--- config.mk ---
export PLATFORM = sky130hd
export DESIGN_NAME = cnn_layer_sequencer
export DESIGN_NICKNAME = d
export VERILOG_FILES = /design/src/rtl/cnn_layer_sequencer.sv
export SDC_FILE = /design/constraint.sdc
export NUM_CORES = 1
export LEC_CHECK = 0
export BUFFER_PORTS_ARGS = -buffer_cell sky130_fd_sc_hd__buf_2
export CAP_MARGIN = 40
export CELL_PAD_IN_SITES_DETAIL_PLACEMENT = 0
export CELL_PAD_IN_SITES_GLOBAL_PLACEMENT = 2
export CORE_AREA = 3 3 52 90
export CTS_BUF_LIST = sky130_fd_sc_hd__clkbuf_8
export DETAILED_ROUTE_END_ITERATION = 16
export DIE_AREA = 0 0 55 93
export HOLD_SLACK_MARGIN = 0.08
export PLACE_DENSITY = 0.65
export SLEW_MARGIN = 20
export SYNTH_ARGS = -nofsm -noshare
export SYNTH_HDL_FRONTEND = slang
export SYNTH_SLANG_ARGS = --single-unit
--- constraint.sdc ---
create_clock -name clk_i -period 2.4 [get_ports clk_i]
set_clock_uncertainty 0.2 [all_clocks]
set_input_delay 0.48 -clock clk_i [delete_from_list [all_inputs] [get_ports clk_i]]
set_output_delay 0.48 -clock clk_i [all_outputs]
set_load 0.005 [all_outputs]
--- src/rtl/cnn_layer_sequencer.sv ---
// cnn_layer_sequencer
//
// Per-channel controller for the conv -> relu -> pool pipeline of one CNN layer.
// Walks NUM_CHANNELS channels, holding cumulative stage enables until each stage
// reports done, with a per-stage watchdog that parks the block in an error state.
//
// Ports:
//   clk_i           clock, rising edge
//   rst_i           synchronous active-high reset
//   start_i         begin a layer (honoured only when idle)
//   abort_i         cancel from any state, highest priority
//   conv_done_i     conv stage done level
//   relu_done_i     relu stage done level
//   pool_done_i     pool stage done level
//   conv_enable_o   conv stage enable
//   relu_enable_o   relu stage enable
//   pool_enable_o   pool stage enable
//   channel_idx_o   channel currently being processed
//   busy_o          high in every state but idle
//   layer_done_o    one-cycle pulse after the last channel
//   error_o         sticky watchdog flag, cleared only by abort or reset

module cnn_layer_sequencer #(
    parameter int unsigned NUM_CHANNELS = 8,
    parameter int unsigned TIMEOUT      = 1024,
    parameter int unsigned CH_W         = 3,
    parameter int unsigned TO_W         = 10
) (
    input  logic            clk_i,
    input  logic            rst_i,
    input  logic            start_i,
    input  logic            abort_i,
    input  logic            conv_done_i,
    input  logic            relu_done_i,
    input  logic            pool_done_i,
    output logic            conv_enable_o,
    output logic            relu_enable_o,
    output logic            pool_enable_o,
    output logic [CH_W-1:0] channel_idx_o,
    output logic            busy_o,
    output logic            layer_done_o,
    output logic            error_o
);

    typedef enum logic [2:0] {
        StIdle,
        StConv,
        StRelu,
        StPool,
        StNext,
        StDone,
        StErr
    } state_e;

    localparam logic [CH_W-1:0] LastCh = CH_W'(NUM_CHANNELS - 1);
    // The watchdog reaches TIMEOUT-1 on the edge that leaves a cycle where it
    // reads TIMEOUT-2, so that is the cycle the timeout decision is made in.
    localparam logic [TO_W-1:0] WdogLimit = TO_W'(TIMEOUT - 2);

    state_e            state_q, state_d;
    logic [CH_W-1:0]   ch_q, ch_d;
    logic [TO_W-1:0]   wdog_q, wdog_d;
    logic              conv_en_q, relu_en_q, pool_en_q;
    logic              busy_q, layer_done_q, error_q;

    logic              done_ok;
    logic              timeout;
    logic              in_stage;

    always_comb begin
        state_d  = state_q;
        ch_d     = ch_q;
        wdog_d   = wdog_q;
        // A done seen in a stage's first cycle may be left over from before.
        done_ok  = (wdog_q != '0);
        timeout  = (wdog_q == WdogLimit);
        in_stage = 1'b0;

        unique case (state_q)
            StIdle: begin
                if (start_i) begin
                    state_d = StConv;
                    ch_d    = '0;
                end
            end
            StConv: begin
                in_stage = 1'b1;
                if (conv_done_i && done_ok) state_d = StRelu;
                else if (timeout)           state_d = StErr;
            end
            StRelu: begin
                in_stage = 1'b1;
                if (relu_done_i && done_ok) state_d = StPool;
                else if (timeout)           state_d = StErr;
            end
            StPool: begin
                in_stage = 1'b1;
                if (pool_done_i && done_ok) state_d = StNext;
                else if (timeout)           state_d = StErr;
            end
            StNext: begin
                if (ch_q == LastCh) begin
                    state_d = StDone;
                end else begin
                    state_d = StConv;
                    ch_d    = ch_q + CH_W'(1);
                end
            end
            StDone: begin
                state_d = StIdle;
                ch_d    = '0;
            end
            StErr: begin
                state_d = StErr;
            end
            default: begin
                state_d = StIdle;
                ch_d    = '0;
            end
        endcase

        if (abort_i) begin
            state_d = StIdle;
            ch_d    = '0;
        end

        if (state_d != state_q) wdog_d = '0;
        else if (in_stage)      wdog_d = wdog_q + TO_W'(1);
        else                    wdog_d = '0;
    end

    always_ff @(posedge clk_i) begin
        if (rst_i) begin
            state_q      <= StIdle;
            ch_q         <= '0;
            wdog_q       <= '0;
            conv_en_q    <= 1'b0;
            relu_en_q    <= 1'b0;
            pool_en_q    <= 1'b0;
            busy_q       <= 1'b0;
            layer_done_q <= 1'b0;
            error_q      <= 1'b0;
        end else begin
            state_q      <= state_d;
            ch_q         <= ch_d;
            wdog_q       <= wdog_d;
            // Outputs are decoded from the next state so they line up with it.
            // Enables are cumulative: downstream stages zero out when upstream drops.
            conv_en_q    <= (state_d == StConv) || (state_d == StRelu) || (state_d == StPool);
            relu_en_q    <= (state_d == StRelu) || (state_d == StPool);
            pool_en_q    <= (state_d == StPool);
            busy_q       <= (state_d != StIdle);
            layer_done_q <= (state_d == StDone);
            error_q      <= (state_d == StErr);
        end
    end

    assign conv_enable_o = conv_en_q;
    assign relu_enable_o = relu_en_q;
    assign pool_enable_o = pool_en_q;
    assign channel_idx_o = ch_q;
    assign busy_o        = busy_q;
    assign layer_done_o  = layer_done_q;
    assign error_o       = error_q;

endmodule

==> results.json <==
{
  "status": "finished clean",
  "ys_types": 41,
  "drt_iter0_markers": 14,
  "layout_common_cells": "dfxtp_1 (20), nor2_1 (17), buf_2 (15), nand2_1 (12), inv_1 (9)",
  "grt_pass1_vias": 1018,
  "max_freq_mhz": 431,
  "grt_first_pass_wirelength_mm": 4.82,
  "synth.top_cell.area_share_pct": 37.1,
  "synth_seq_area_share_pct": 37.1,
  "antenna_found_initial": 0,
  "dieArea_sq_um": 5120,
  "slew_headroom_pct": 57.3,
  "drtPass1Iterations": 4,
  "cts_num_sinks": 22,
  "core_sq_um": 4110,
  "synth_seq_cells": 22,
  "io_pins": 16,
  "final_nets": 171,
  "synth_area_sq_um": 1190,
  "finalHoldViolCount": 0,
  "n_antenna_cell": 0,
  "slowest_delay_ps": 480,
  "gr-total-overflow": 0,
  "setup_violations": 0,
  "cp_data_arrival_time_ps": 2280,
  "hpwlAfterDp_mm": 2.33,
  "syn2layout_area_growth_pct": 25.7,
  "crit_slowest_cell": "dfxtp_1",
  "cts_tree": "yes",
  "drc": 0,
  "hold_buffers": 0,
  "grtUsageTotal_pct": 13.0,
  "syn-num-nets": 146,
  "yosys_warnings": 0,
  "yosys.area_share.simple_pct": 28.9,
  "cts-root-buf": "clkbuf_8",
  "crit_family": "simple AND/OR/NAND/NOR gates",
  "maxCapViolations": 0,
  "vias": 1062,
  "clock_latency_ps": 260,
  "final_core_util_pct": 36.3,
  "clkTransAtPathRegs_ps": 90,
  "start_kind": "register",
  "synth_top_cell_by_area": "dfxtp_1",
  "drv_slew": 0,
  "powerDensity_nw_per_um2": 514,
  "synthAdderAreaFrac_pct": 5.26,
  "synth_area_leaders": "dfxtp_1 (37%), nor2_1 (6.0%), ha_1 (5.3%)",
  "rsz0062_at_grt": "yes",
  "crit_required_ps": 2360,
  "crit_path_max_fanout": 8,
  "synth_top_family_by_area": "simple AND/OR/NAND/NOR gates",
  "cts.htree.levels": 1,
  "gp_congestion": 0.863,
  "avgSynthCellArea_sq_um": 8.87,
  "synth_compound_area_share_pct": 18.2,
  "start_util_pct": 28.9,
  "numCtsBuffers": 3,
  "synthMuxAreaShare_pct": 0,
  "ir_drop_mv": 0.364,
  "synth-xor-area-share_pct": 5.89,
  "end_kind": "register",
  "grt_max_degree": 16,
  "p_leak_nw": 0.564,
  "syn_inst": 134,
  "hold_class": "register to register",
  "clk_path_buf_depth": 2,
  "drive_above_1_share_pct": 30.4,
  "fillers": 457,
  "layout_commonest_cell": "dfxtp_1",
  "detail-route-antenna-nets": 0,
  "worst_pin_slew_ps": 640,
  "fp.dieH_um": 93,
  "placement.io_buffers": 15,
  "period_needed_ps": 2320,
  "wl_per_cell_um": 14.9,
  "hold-worst-slack_ps": 246,
  "crit_chain": "nand4_1 -> or3_1 -> a211oi_2 -> a31oi_4 -> nand4_4 -> nor2_1",
  "placementRows": 31,
  "fin_crit_sh_pct": 96.6,
  "via_per_inst": 5.13,
  "path_buf_inv": 0,
  "crit_type": "register to register",
  "dpl_worst_slack_ps": 113,
  "routed_wl_mm": 3.09,
  "die_w_um": 55,
  "finalWorstSetupSlack_ps": 80.9
}
==> per-stage QoR <==
step                TNS (ps)  std cells  instance area [sq um]  total power [mW]
global route           -15.0        207                   1490             0.801
global placement           0        199                   1350             0.423
finish                     0        207                   1490             0.768
detailed placement         0        199                   1350             0.422
floorplan                  0        134                   1190             0.404
CTS                        0        203                   1420             0.771
==> state kept, by name, indices dropped and copies added, names as in the netlist <==
signal         count
error_o            1
layer_done_o       1
relu_enable_o      1
channel_idx_o      3
busy_o             1
pool_enable_o      1
state_q            3
wdog_q            10
conv_enable_o      1
==> metal layers <==
layer	track usage, %	part of all wire [%]	vias up
li1	-	-	525
met1	13.1	37	510
met2	24.3	57	19
met3	2.39	2.5	8
met4	5.27	3.2	0
met5	0	0	-
==> logic make-up (layout without fill, tap and decap cells) <==
logic type      Yosys count  count (layout)
fa+ha+maj                 5               5
buf+inv                  14              37
simple gates             58              59
xor+xnor                  8               8
flops                    22              22
compound gates           27              27
==> power by group <==
| part | total (mW) | switching, mW | leakage, nW | internal [mW] |
|---|---|---|---|---|
| logic | 0.0490 | 0.0280 | 0.349 | 0.0210 |
| clock network | 0.349 | 0.126 | 0.0357 | 0.223 |
| registers | 0.370 | 0.00291 | 0.179 | 0.367 |
==> final timing paths <==
kind / startpoint / to / slack (ps) / cells after the start
setup / recovery: wdog_q[6] / wdog_q[7] / 80 / 6
hold / removal: wdog_q[0] / wdog_q[0] / 250 / 1
setup reg to reg: wdog_q[6] / wdog_q[7] / 80 / 6
hold reg to reg: wdog_q[0] / wdog_q[0] / 250 / 1
==> synthesized netlist by cell type, drive strengths merged <==
master and count:
dfxtp 22, nor2 19, nand2 12, inv 10, nand4 6, nor3 6, a31oi 5, ha 5
a21oi 4, o21ai 4, xnor2 4, xor2 4, a211oi 3, nor3b 3, or2 3, buf 2
clkbuf 2, nand3 2, nor4b 2, o32a 2, or3 2, a2111oi 1, a21boi 1, a21o 1
a221o 1, a22oi 1, a311oi 1, nand2b 1, nand4b 1, nor2b 1, o211a 1, o21a 1
o21bai 1
==> area by class of cell <==
| type | count | area [sq um] | share of cell area (%) |
|---|---|---|---|
| tap | 49 | 61.3 | 4.10 |
| sequential | 22 | 443 | 29.6 |
| multi-input combinational | 99 | 746 | 49.9 |
| inverter | 10 | 37.5 | 2.51 |
| clock inverter | 1 | 30.0 | 2.01 |
| clock buffer | 3 | 41.3 | 2.76 |
| timing repair buffer | 23 | 135 | 9.05 |
==> what timing repair did <==
action	in CTS	in global routing
buffers inserted	0	3
setup endpoints to repair	0	12
resized for setup	0	10
hold endpoints to repair	0	0
(Power assumes the default switching activity.)
